`config.mk`:
```
export PLATFORM = sky130hd
export DESIGN_NAME = dm_access_unit
export DESIGN_NICKNAME = d
export VERILOG_FILES = /design/src/rtl/dm_access_unit_pkg.sv /design/src/rtl/dm_access_unit_lane_merge.sv /design/src/rtl/dm_access_unit.sv
export SDC_FILE = /design/constraint.sdc
export NUM_CORES = 1
export LEC_CHECK = 0
export BUFFER_PORTS_ARGS = -buffer_cell sky130_fd_sc_hd__buf_2
export CAP_MARGIN = 20
export CORE_MARGIN = 3
export CORE_UTILIZATION = 30
export CTS_BUF_LIST = sky130_fd_sc_hd__clkbuf_8 sky130_fd_sc_hd__clkbuf_16
export DETAILED_ROUTE_END_ITERATION = 8
export PLACE_DENSITY = 0.56
export SYNTH_ARGS = -nofsm -noshare
export SYNTH_HDL_FRONTEND = slang
export SYNTH_HIERARCHICAL = 1
export SYNTH_SLANG_ARGS = --single-unit
```
`constraint.sdc`:
```
create_clock -name clk -period 2.4 [get_ports clk]
set_clock_uncertainty 0.2 [all_clocks]
set_input_delay 0.72 -clock clk [delete_from_list [all_inputs] [get_ports clk]]
set_output_delay 0.72 -clock clk [all_outputs]
set_load 0.05 [all_outputs]
```
`src/rtl/dm_access_unit_pkg.sv`:
```
// Shared encodings for the data-memory access unit: access sizes, exception codes, FSM states.
package dm_access_unit_pkg;

  localparam logic [1:0] SZ_B = 2'b00;
  localparam logic [1:0] SZ_H = 2'b01;
  localparam logic [1:0] SZ_W = 2'b10;

  localparam logic [4:0] EXC_NONE = 5'd0;
  localparam logic [4:0] EXC_ADEL = 5'd4;
  localparam logic [4:0] EXC_ADES = 5'd5;

  typedef enum logic [1:0] {
    ST_IDLE = 2'd0,
    ST_RD   = 2'd1,
    ST_WR   = 2'd2,
    ST_RESP = 2'd3
  } state_t;

endpackage

```
`src/rtl/dm_access_unit_lane_merge.sv`:
```
// Little-endian lane handling: load extraction with sign/zero extension and sub-word store merge.
// Purely combinational, zero latency, no flow control.
module dm_lane_merge
  import dm_access_unit_pkg::*;
(
  input  logic [31:0] word,
  input  logic [1:0]  addr_lo,
  input  logic [1:0]  size,
  input  logic        sign,
  input  logic [31:0] wdata,
  output logic [31:0] load_data,
  output logic [31:0] merged
);

  logic [7:0]  lane_b;
  logic [15:0] lane_h;

  always_comb begin
    lane_b = word[7:0];
    case (addr_lo)
      2'd1:    lane_b = word[15:8];
      2'd2:    lane_b = word[23:16];
      2'd3:    lane_b = word[31:24];
      default: lane_b = word[7:0];
    endcase
    lane_h = addr_lo[1] ? word[31:16] : word[15:0];

    load_data = word;
    case (size)
      SZ_B:    load_data = {{24{sign & lane_b[7]}}, lane_b};
      SZ_H:    load_data = {{16{sign & lane_h[15]}}, lane_h};
      default: load_data = word;
    endcase

    // Untouched bytes keep the value read from memory.
    merged = word;
    case (size)
      SZ_B: begin
        case (addr_lo)
          2'd1:    merged[15:8]  = wdata[7:0];
          2'd2:    merged[23:16] = wdata[7:0];
          2'd3:    merged[31:24] = wdata[7:0];
          default: merged[7:0]   = wdata[7:0];
        endcase
      end
      SZ_H: begin
        if (addr_lo[1]) merged[31:16] = wdata[15:0];
        else            merged[15:0]  = wdata[15:0];
      end
      default: merged = wdata;
    endcase
  end

endmodule

```
`src/rtl/dm_access_unit.sv`:
```
// Load/store initiator for a word-only data memory; sub-word stores run as read-modify-write.
// Latency accept->rsp_valid: exception 1, load 2, word store 2, sub-word store 3; response held until rsp_ready.
module dm_access_unit
  import dm_access_unit_pkg::*;
#(
  parameter int          MEM_WORDS = 3072,
  parameter logic [31:0] ADDR_BASE = 32'h0000_0000
) (
  input  logic        clk,
  input  logic        reset,
  input  logic        req_valid,
  output logic        req_ready,
  input  logic        req_we,
  input  logic [1:0]  req_size,
  input  logic        req_sign,
  input  logic [31:0] req_addr,
  input  logic [31:0] req_wdata,
  input  logic [31:0] req_pc,
  output logic        rsp_valid,
  input  logic        rsp_ready,
  output logic [31:0] rsp_rdata,
  output logic [4:0]  rsp_exc,
  output logic [31:0] mem_addr,
  output logic [31:0] mem_wdata,
  output logic        mem_we,
  output logic [31:0] mem_pc,
  input  logic [31:0] mem_rdata
);

  localparam logic [31:0] MEM_BYTES = 32'(4 * MEM_WORDS);

  state_t      state;
  logic        we_q;
  logic [1:0]  size_q;
  logic        sign_q;
  logic [1:0]  addr_lo_q;
  logic [31:0] wdata_q;

  logic        exc_illegal;
  logic        exc_misalign;
  logic        exc_range;
  logic        req_exc;
  logic [31:0] load_data;
  logic [31:0] merged;

  always_comb begin
    exc_illegal  = (req_size == 2'b11);
    exc_misalign = ((req_size == SZ_H) && req_addr[0]) ||
                   ((req_size == SZ_W) && (req_addr[1:0] != 2'b00));
    exc_range    = (req_addr < ADDR_BASE) || ((req_addr - ADDR_BASE) >= MEM_BYTES);
    req_exc      = exc_illegal || exc_misalign || exc_range;
  end

  dm_lane_merge u_lane_merge (
    .word      (mem_rdata),
    .addr_lo   (addr_lo_q),
    .size      (size_q),
    .sign      (sign_q),
    .wdata     (wdata_q),
    .load_data (load_data),
    .merged    (merged)
  );

  assign req_ready = (state == ST_IDLE);
  assign rsp_valid = (state == ST_RESP);
  // Gated so that a reset arriving during the write cycle never commits it.
  assign mem_we    = (state == ST_WR) && !reset;

  always_ff @(posedge clk) begin
    if (reset) begin
      state     <= ST_IDLE;
      we_q      <= 1'b0;
      size_q    <= SZ_B;
      sign_q    <= 1'b0;
      addr_lo_q <= 2'b00;
      wdata_q   <= '0;
      rsp_rdata <= '0;
      rsp_exc   <= EXC_NONE;
      mem_addr  <= '0;
      mem_wdata <= '0;
      mem_pc    <= '0;
    end else begin
      case (state)
        ST_IDLE: begin
          if (req_valid) begin
            we_q      <= req_we;
            size_q    <= req_size;
            sign_q    <= req_sign;
            addr_lo_q <= req_addr[1:0];
            wdata_q   <= req_wdata;
            rsp_rdata <= '0;
            if (req_exc) begin
              rsp_exc <= req_we ? EXC_ADES : EXC_ADEL;
              state   <= ST_RESP;
            end else begin
              rsp_exc  <= EXC_NONE;
              mem_addr <= {req_addr[31:2], 2'b00};
              mem_pc   <= req_pc;
              if (req_we && (req_size == SZ_W)) begin
                mem_wdata <= req_wdata;
                state     <= ST_WR;
              end else begin
                state <= ST_RD;
              end
            end
          end
        end
        ST_RD: begin
          if (we_q) begin
            mem_wdata <= merged;
            state     <= ST_WR;
          end else begin
            rsp_rdata <= load_data;
            state     <= ST_RESP;
          end
        end
        ST_WR: state <= ST_RESP;
        ST_RESP: if (rsp_ready) state <= ST_IDLE;
        default: state <= ST_IDLE;
      endcase
    end
  end

endmodule

```
==> flow_metrics.py, run 1 <==
metrics = {
    "detailed_routing": {
        "vias_per_cell": 5.355,
        "drc": 0,
        "routed_wl_mm": 35.91,
        "firstDrtPassIters": 5,
        "antenna_left": 0,
        "route.vias.total": 9837,
        "wl_per_cell_um": 19.55,
        "drt_iter0_drc": 818,
    },
    "setup_path": {
        "arrival_ns": 1.38,
        "r2r_end": "mem_wdata[4]",
        "r2r-start": "addr_lo_q[1]",
        "r2r_setup_slack_ns": 0.12,
        "cp-start-kind": "register",
        "path_max_fanout": 7,
        "endpoint_kind": "primary output",
        "rr_worst_depth": 8,
        "crit_type": "register to primary output",
        "cp.required_ns": 1.48,
    },
    "power": {
        "pwr-share-clk_pct": 24.6,
        "p_leak_uw": 0.005156,
        "pwr-share-comb_pct": 46.4,
        "ir_worst_vdd_v": 0.0005710,
        "p_int_uw": 6893,
        "switchingPower_uw": 5290,
        "swShare_pct": 43.42,
        "p_per_area_nw_per_um2": 1004,
        "pwr-share-seq_pct": 29.0,
    },
    "hold_path": {
        "min_to": "rsp_exc[0]",
        "min_path_type": "register to register",
        "hold_depth": 2,
        "holdCritStartpoint": "rsp_exc[0]",
    },
    "timing": {
        "fin_crit_sh_pct": 96.02,
        "setup_slack_ns": 0.09561,
        "layout_min_cycle_time_ns": 2.304,
        "relSlewSlack_pct": 46.62,
        "hold_viol_final": 0,
        "max_freq_ghz": 0.4340,
        "maxSlewViolCount": 0,
        "setup_viol": 0,
        "holdWs_ns": 0.2550,
        "worstMarginPinSlew_ns": 0.8008,
        "rsz0062_at_grt": "no",
    },
    "grt": {
        "grt_pass1_vias": 9137,
        "grt_pass1_wl_mm": 53.89,
        "grt_usage_pct": 20.14,
        "grt_max_degree": 121,
        "gr-total-overflow": 0,
        "antenna_found_initial": 4,
    },
    "synth": {
        "synthDistinctLibCells": 56,
        "synth_edf_count": 0,
        "synthFlopType": "dfxtp_1",
        "synth_simple_gate_area_share_pct": 25.45,
        "synth_warnings": 6,
        "postSynthAreaPerCell_um2": 7.997,
        "async_flop_share_pct": 0,
        "yosys.area.top_type": "dfxtp_1",
        "synth_top_family_by_area": "simple AND/OR/NAND/NOR gates",
        "synth_area_leaders": "dfxtp_1 (35%), mux2i_1 (11%), nand2_1 (5.6%), nor2_1 (5.4%), nand4_1 (4.9%)",
        "syn_inst": 1206,
        "ys_ff_latch": 168,
        "synth_top_area_share_pct": 34.87,
        "synth_xor_area_share_pct": 0,
        "synth_mux_area_share_pct": 13.03,
        "synth_compound_gate_area_share_pct": 18.01,
        "synthAdderAreaFrac_pct": 0.5189,
        "ys_seq_area_share_pct": 34.87,
        "netlist_area_um2": 9644,
    },
    "die": {
        "die_area_um2": 34330,
        "placementRows": 65,
        "core_um2": 31640,
        "top_level_ports": 272,
        "die_h_um": 185.3,
        "die_x_um": 185.3,
        "start_util_pct": 30.48,
    },
    "layout": {
        "regArea_um2": 3364,
        "syn2layout_area_growth_pct": 25.87,
        "fill_cells": 3288,
        "drive_gt1_share_pct": 28.45,
        "multi_input_comb_area_um2": 5577,
        "final_nets": 1561,
    },
    "outcome": {
        "status": "finished, final reports clean",
    },
    "cts": {
        "htreeDepth": 4,
        "clock_path_buffers": 2,
        "cts_root_buf": "clkbuf_16",
        "numCtsBuffers": 17,
        "clkTransAtPathRegs_ns": 0.07,
        "cts_hold_buf": 0,
        "cts_sinks": 168,
        "tritoncts": "built",
        "clock_latency_ns": 0.44,
    },
    "placed_design": {
        "io_buffers": 266,
        "dp_hpwl_mm": 25.80,
        "pre_cts_ws_ns": -0.06668,
        "place_congestion": 0.9085,
    },
    "job": {
        "maxCapViolCount": 0,
    },
}
## kinds of logic (layout without fill, tap and decap cells)
family | after synthesis | in the layout
other | 1 | 6
AO/OA/AOI/OAI | 257 | 257
flip-flops | 168 | 168
AND/OR/NAND/NOR | 511 | 511
buffers and inverters | 142 | 366
multiplexers | 123 | 123
adder cells (fa/ha/maj) | 4 | 4
## flip-flops by register name (all words and copies together), names as in the netlist
signal,flops
sign_q,1
size_q,2
mem_addr,30
addr_lo_q,2
wdata_q,32
mem_wdata,32
we_q,1
rsp_exc,2
rsp_rdata,32
state,2
mem_pc,32
## per-layer routing
| metal | GRT usage (%) | up-vias | share of wire (%) |
|---|---|---|---|
| met3 | 5.479 | 46 | 8.3 |
| li1 | - | 4728 | - |
| met2 | 32.40 | 432 | 48 |
| met5 | 0 | - | 0.058 |
| met4 | 6.273 | 4 | 1.9 |
| met1 | 26.35 | 4627 | 42 |
## how the worst max path moves through the flow
stage	slack, ns	from	depth (start not counted)	endpoint
detailed placement	-0.07	req_addr[14]	5	mem_addr[14]
floorplan	0.006	reset	4	mem_we
global placement	-0.03	req_addr[14]	6	mem_addr[13]
global route	0.003	size_q[0]	8	mem_wdata[26]
finish	0.1	state[1]	4	req_ready
CTS	0.0008	state[1]	4	req_ready
## stage by stage
stage | area (um2) | utilization, % | TNS [ns] | std cells | power [uW]
6_report | 12140 | 38.37 | 0 | 1837 | 12180
2_1_floorplan | 9687 | - | 0 | 1210 | 7483
4_1_cts | 12110 | 38.28 | 0 | 1834 | 12220
5_1_grt | 12140 | 38.37 | 0 | 1837 | 12810
3_5_place_dp | 11450 | 36.20 | -1.105 | 1802 | 9144
3_3_place_gp | 11450 | 36.20 | -0.3239 | 1802 | 9106
## layout make-up
type	count	share of cell area (%)
Multi-Input combinational cell	900	45.94
Clock buffer	20	3.845
Antenna cell	1	0.02061
Tap cell	402	4.143
Clock inverter	12	1.350
Sequential cell	168	27.72
Timing Repair Buffer	329	16.83
Inverter	5	0.1546
## placed cells by master (no fill, tap or decap), drive strengths merged, types with 3 or more instances in the layout
cell type / n
ha: 4
nor2: 139
a21o: 3
and3: 9
mux2i: 106
nand2b: 3
clkbuf: 20
mux2: 17
conb: 5
a21oi: 87
nor4: 4
o31ai: 45
clkinv: 4
nand2: 144
bufinv: 3
nand4: 76
nor2b: 39
and2: 20
o221ai: 16
nand3: 66
a221o: 8
o21ai: 40
buf: 329
a32o: 7
inv: 8
a211o: 7
dfxtp: 168
a22oi: 32
or2: 4
## worst max-delay path, cell delays in order (launching register included)
cell	delay (ns)
dfxtp_1	0.38
inv_2	0.08
ha_4	0.17
buf_4	0.16
buf_8	0.15
## power groups by stage
stage                     Combinational [uW]  Sequential [uW]  Clock [uW]
after floorplan                         3070             4410           0
after global placement                  5530             3570           0
after detailed placement                5560             3580           0
after CTS                               5630             3520        3060
after global routing                    6050             3580        3180
final                                   5660             3530        3000
## cell usage after synthesis, types with 8 or more instances
master / n
buf_2: 42
dfxtp_1: 168
o221ai_1: 16
nand3_1: 66
o21ai_1: 22
o31ai_1: 45
nand4_1: 76
a22oi_1: 32
and3_1: 9
buf_6: 10
o21ai_0: 18
a21oi_1: 86
nand2_1: 143
nor2b_1: 38
mux2i_1: 106
and2_1: 20
a221o_1: 8
mux2_2: 16
nor2_1: 139
clkbuf_1: 53
buf_4: 21
## repair_timing
item	4_1_cts	5_1_grt
gates cloned	0	0
resized for setup	7	6
pin swaps	0	1
hold endpoints to repair	0	0
setup endpoints to repair	2	19
buffers inserted	0	2
(Power assumes the default switching activity.)
==> run 2: changes to the inputs <==
--- a/config.mk
+++ b/config.mk
@@ -5,13 +5,14 @@
 export SDC_FILE = /design/constraint.sdc
 export NUM_CORES = 1
 export LEC_CHECK = 0
+export ABC_AREA = 1
 export BUFFER_PORTS_ARGS = -buffer_cell sky130_fd_sc_hd__buf_2
 export CAP_MARGIN = 20
 export CORE_MARGIN = 3
 export CORE_UTILIZATION = 30
 export CTS_BUF_LIST = sky130_fd_sc_hd__clkbuf_8 sky130_fd_sc_hd__clkbuf_16
 export DETAILED_ROUTE_END_ITERATION = 8
-export PLACE_DENSITY = 0.56
+export PLACE_DENSITY = 0.57
 export SYNTH_ARGS = -nofsm -noshare
 export SYNTH_HDL_FRONTEND = slang
 export SYNTH_HIERARCHICAL = 1
==> run 2 against run 1 <==
Total power fell by 0.14%; first-iteration DRC count decreased by 29%; non-clock buffer count down 27; critical path type unchanged; routed wire length fell by 17%; combinational power increased by 2%; largest power group unchanged; cell count shrank 1.4%; setup slack got worse by 0.033 ns.
==> flow_metrics.py, run 2 <==
metrics = {
    "detailed_routing": {
        "vias_per_cell": 4.864,
        "wl_per_cell_um": 16.49,
        "drc": 0,
        "antenna_left": 0,
        "firstDrtPassIters": 5,
        "route.vias.total": 8813,
        "routed_wl_mm": 29.87,
        "drt_iter0_drc": 580,
    },
    "cts": {
        "htreeDepth": 4,
        "clock_latency_ns": 0.43,
        "cts_sinks": 168,
        "clkTransAtPathRegs_ns": 0.07,
        "numCtsBuffers": 17,
        "clock_path_buffers": 2,
        "tritoncts": "built",
        "cts_root_buf": "clkbuf_16",
    },
    "synth": {
        "synth_warnings": 6,
        "synthFlopType": "dfxtp_1",
        "async_flop_share_pct": 0,
        "yosysMostFrequentCell": "nor2_1",
        "synth_top_area_share_pct": 39.61,
        "netlist_top_cells_count": "nor2_1 (188), a21oi_1 (172), dfxtp_1 (168)",
        "netlist_area_um2": 8492,
        "synthDistinctLibCells": 33,
        "synth_edf_count": 0,
        "synth_area_leaders": "dfxtp_1 (40%), a21oi_1 (10%), nor2_1 (8.3%), o21ai_0 (6.9%), nand3_1 (6.5%)",
        "syn_inst": 1201,
        "postSynthAreaPerCell_um2": 7.071,
        "ys_ff_latch": 168,
        "yosys.area.top_type": "dfxtp_1",
        "ys_seq_area_share_pct": 39.61,
    },
    "setup_path": {
        "arrival_ns": 1.42,
        "crit_type": "register to primary output",
        "critPathSlowestCell": "dfxtp_2",
        "r2r_setup_slack_ns": 0.27,
        "crit_path_frequent_cell": "inv_1",
        "worst-path-buf-inv": 3,
        "r2r-start": "addr_lo_q[0]",
        "crit_family": "buffers and inverters",
        "r2r_end": "rsp_rdata[15]",
        "endpoint_kind": "primary output",
        "worstPathCellList": "inv_1 -> ha_1 -> inv_1 -> nor2_4 -> clkbuf_4",
        "path_max_fanout": 4,
        "cp-start-kind": "register",
        "cp.required_ns": 1.48,
        "max_stage_delay_ns": 0.36,
        "rr_worst_depth": 8,
    },
    "layout": {
        "layout_commonest_cell": "buf_2",
        "fin_util_pct": 39.29,
        "syn2layout_area_growth_pct": 26.79,
        "final_nets": 1566,
        "drive_gt1_share_pct": 26.89,
        "final_cell_mix": "buf_2 (264), nor2_1 (186), a21oi_1 (172)",
        "final_area_um2": 10770,
    },
    "hold_path": {
        "min_to": "mem_addr[28]",
        "min_path_type": "register to register",
        "holdCritStartpoint": "mem_addr[28]",
        "hold_depth": 2,
    },
    "grt": {
        "grt_pass1_wl_mm": 47.02,
        "grt_pass1_vias": 8532,
        "grt_usage_pct": 19.41,
        "antenna_found_initial": 4,
        "grt_max_degree": 73,
        "gr-total-overflow": 0,
    },
    "die": {
        "start_util_pct": 30.99,
        "placementRows": 60,
        "die_x_um": 174.2,
        "die_area_um2": 30360,
        "top_level_ports": 272,
        "die_h_um": 174.2,
        "core_um2": 27400,
    },
    "outcome": {
        "status": "finished, final reports clean",
    },
    "power": {
        "p_per_area_nw_per_um2": 1130,
        "ir_worst_vdd_v": 0.0004448,
        "p_leak_uw": 0.005089,
    },
    "timing": {
        "max_freq_ghz": 0.4279,
        "layout_min_cycle_time_ns": 2.337,
        "rsz0062_at_grt": "yes",
        "relSlewSlack_pct": 61.37,
        "setup_viol": 0,
        "fin_crit_sh_pct": 97.38,
        "hold_viol_final": 0,
        "worstMarginPinSlew_ns": 0.5781,
        "maxSlewViolCount": 0,
    },
    "placed_design": {
        "place_area_um2": 10180,
        "dp_hpwl_mm": 22.60,
        "place_congestion": 0.8882,
        "io_buffers": 266,
    },
    "job": {
        "maxCapViolCount": 0,
    },
}
==> run 2: cell families (layout without fill, tap and decap cells) <==
logic type / Yosys count / count (layout) / share of synthesized area [%]
and+or+nand+nor: 507 / 507 / 27.21
AOI/OAI and AO/OA: 322 / 322 / 19.70
DFF: 168 / 168 / 39.61
buffers and inverters: 167 / 401 / 9.076
muxes: 32 / 32 / 3.772
adders and majority gates: 4 / 4 / 0.5894
other: 1 / 6 / 0.04416
==> run 2: cell type report <==
class,count,area [um2]
clock inverter,14,136.4
sequential,168,3366
timing repair buffer,302,1694
tap,372,465.4
inverter,67,252.7
multi-input combinational,870,4410
fill,2976,16630
clock buffer,18,439.2
antenna,1,2.502
==> run 2: repair_timing <==
item                                    in CTS  in global routing
hold buffers                                 0                  0
resized for setup                            3                  2
setup buffers                                0                  0
cloned                                       0                  0
endpoints found under the setup margin       2                 15
==> run 2: report_power, final <==
group	switching, uW	internal (uW)
sequential	351	3280
combinational	3980	1790
clock	1290	1480
total	5620	6550
==> run 2: worst max path at each step <==
stage / depth (start not counted) / end / from / slack (ns)
3_3_place_gp: 11 / mem_wdata[19] / req_addr[20] / -0.04
4_1_cts: 5 / mem_we / state[0] / 0.04
5_1_grt: 3 / req_ready / state[1] / -0.0004
2_1_floorplan: 3 / mem_we / reset / 0.09
6_report: 5 / mem_we / state[0] / 0.06
3_5_place_dp: 11 / mem_wdata[24] / req_addr[20] / -0.08
==> run 2: per-stage QoR <==
stage          std cells  setup TNS, ns  setup WS, ns  hold WS (ns)  power [uW]
2_1_floorplan       1205              0       0.09332        0.2494        8057
3_3_place_gp        1779         -1.069      -0.04423        0.2377        9407
3_5_place_dp        1779         -1.584      -0.07773        0.2407        9469
4_1_cts             1811              0       0.03639        0.2532       12290
5_1_grt             1812     -0.0004403    -0.0004403        0.2713       12990
6_report            1812              0       0.06288        0.2492       12170
==> run 2: metal layers <==
metal	GRT usage (%)	wire [um]	up-vias	part of all wire [%]
met1	23.95	12210	3978	41
met4	5.831	674	6	2.3
met5	0	46	-	0.15
li1	-	-	4425	-
met2	32.68	14390	350	48
met3	5.789	2545	54	8.5
==> run 2: tightest hold or removal path, cell delays in order, from the launching register on <==
cell and delay (ns):
dfxtp_1 0.31, nand3_1 0.07, inv_1 0.03
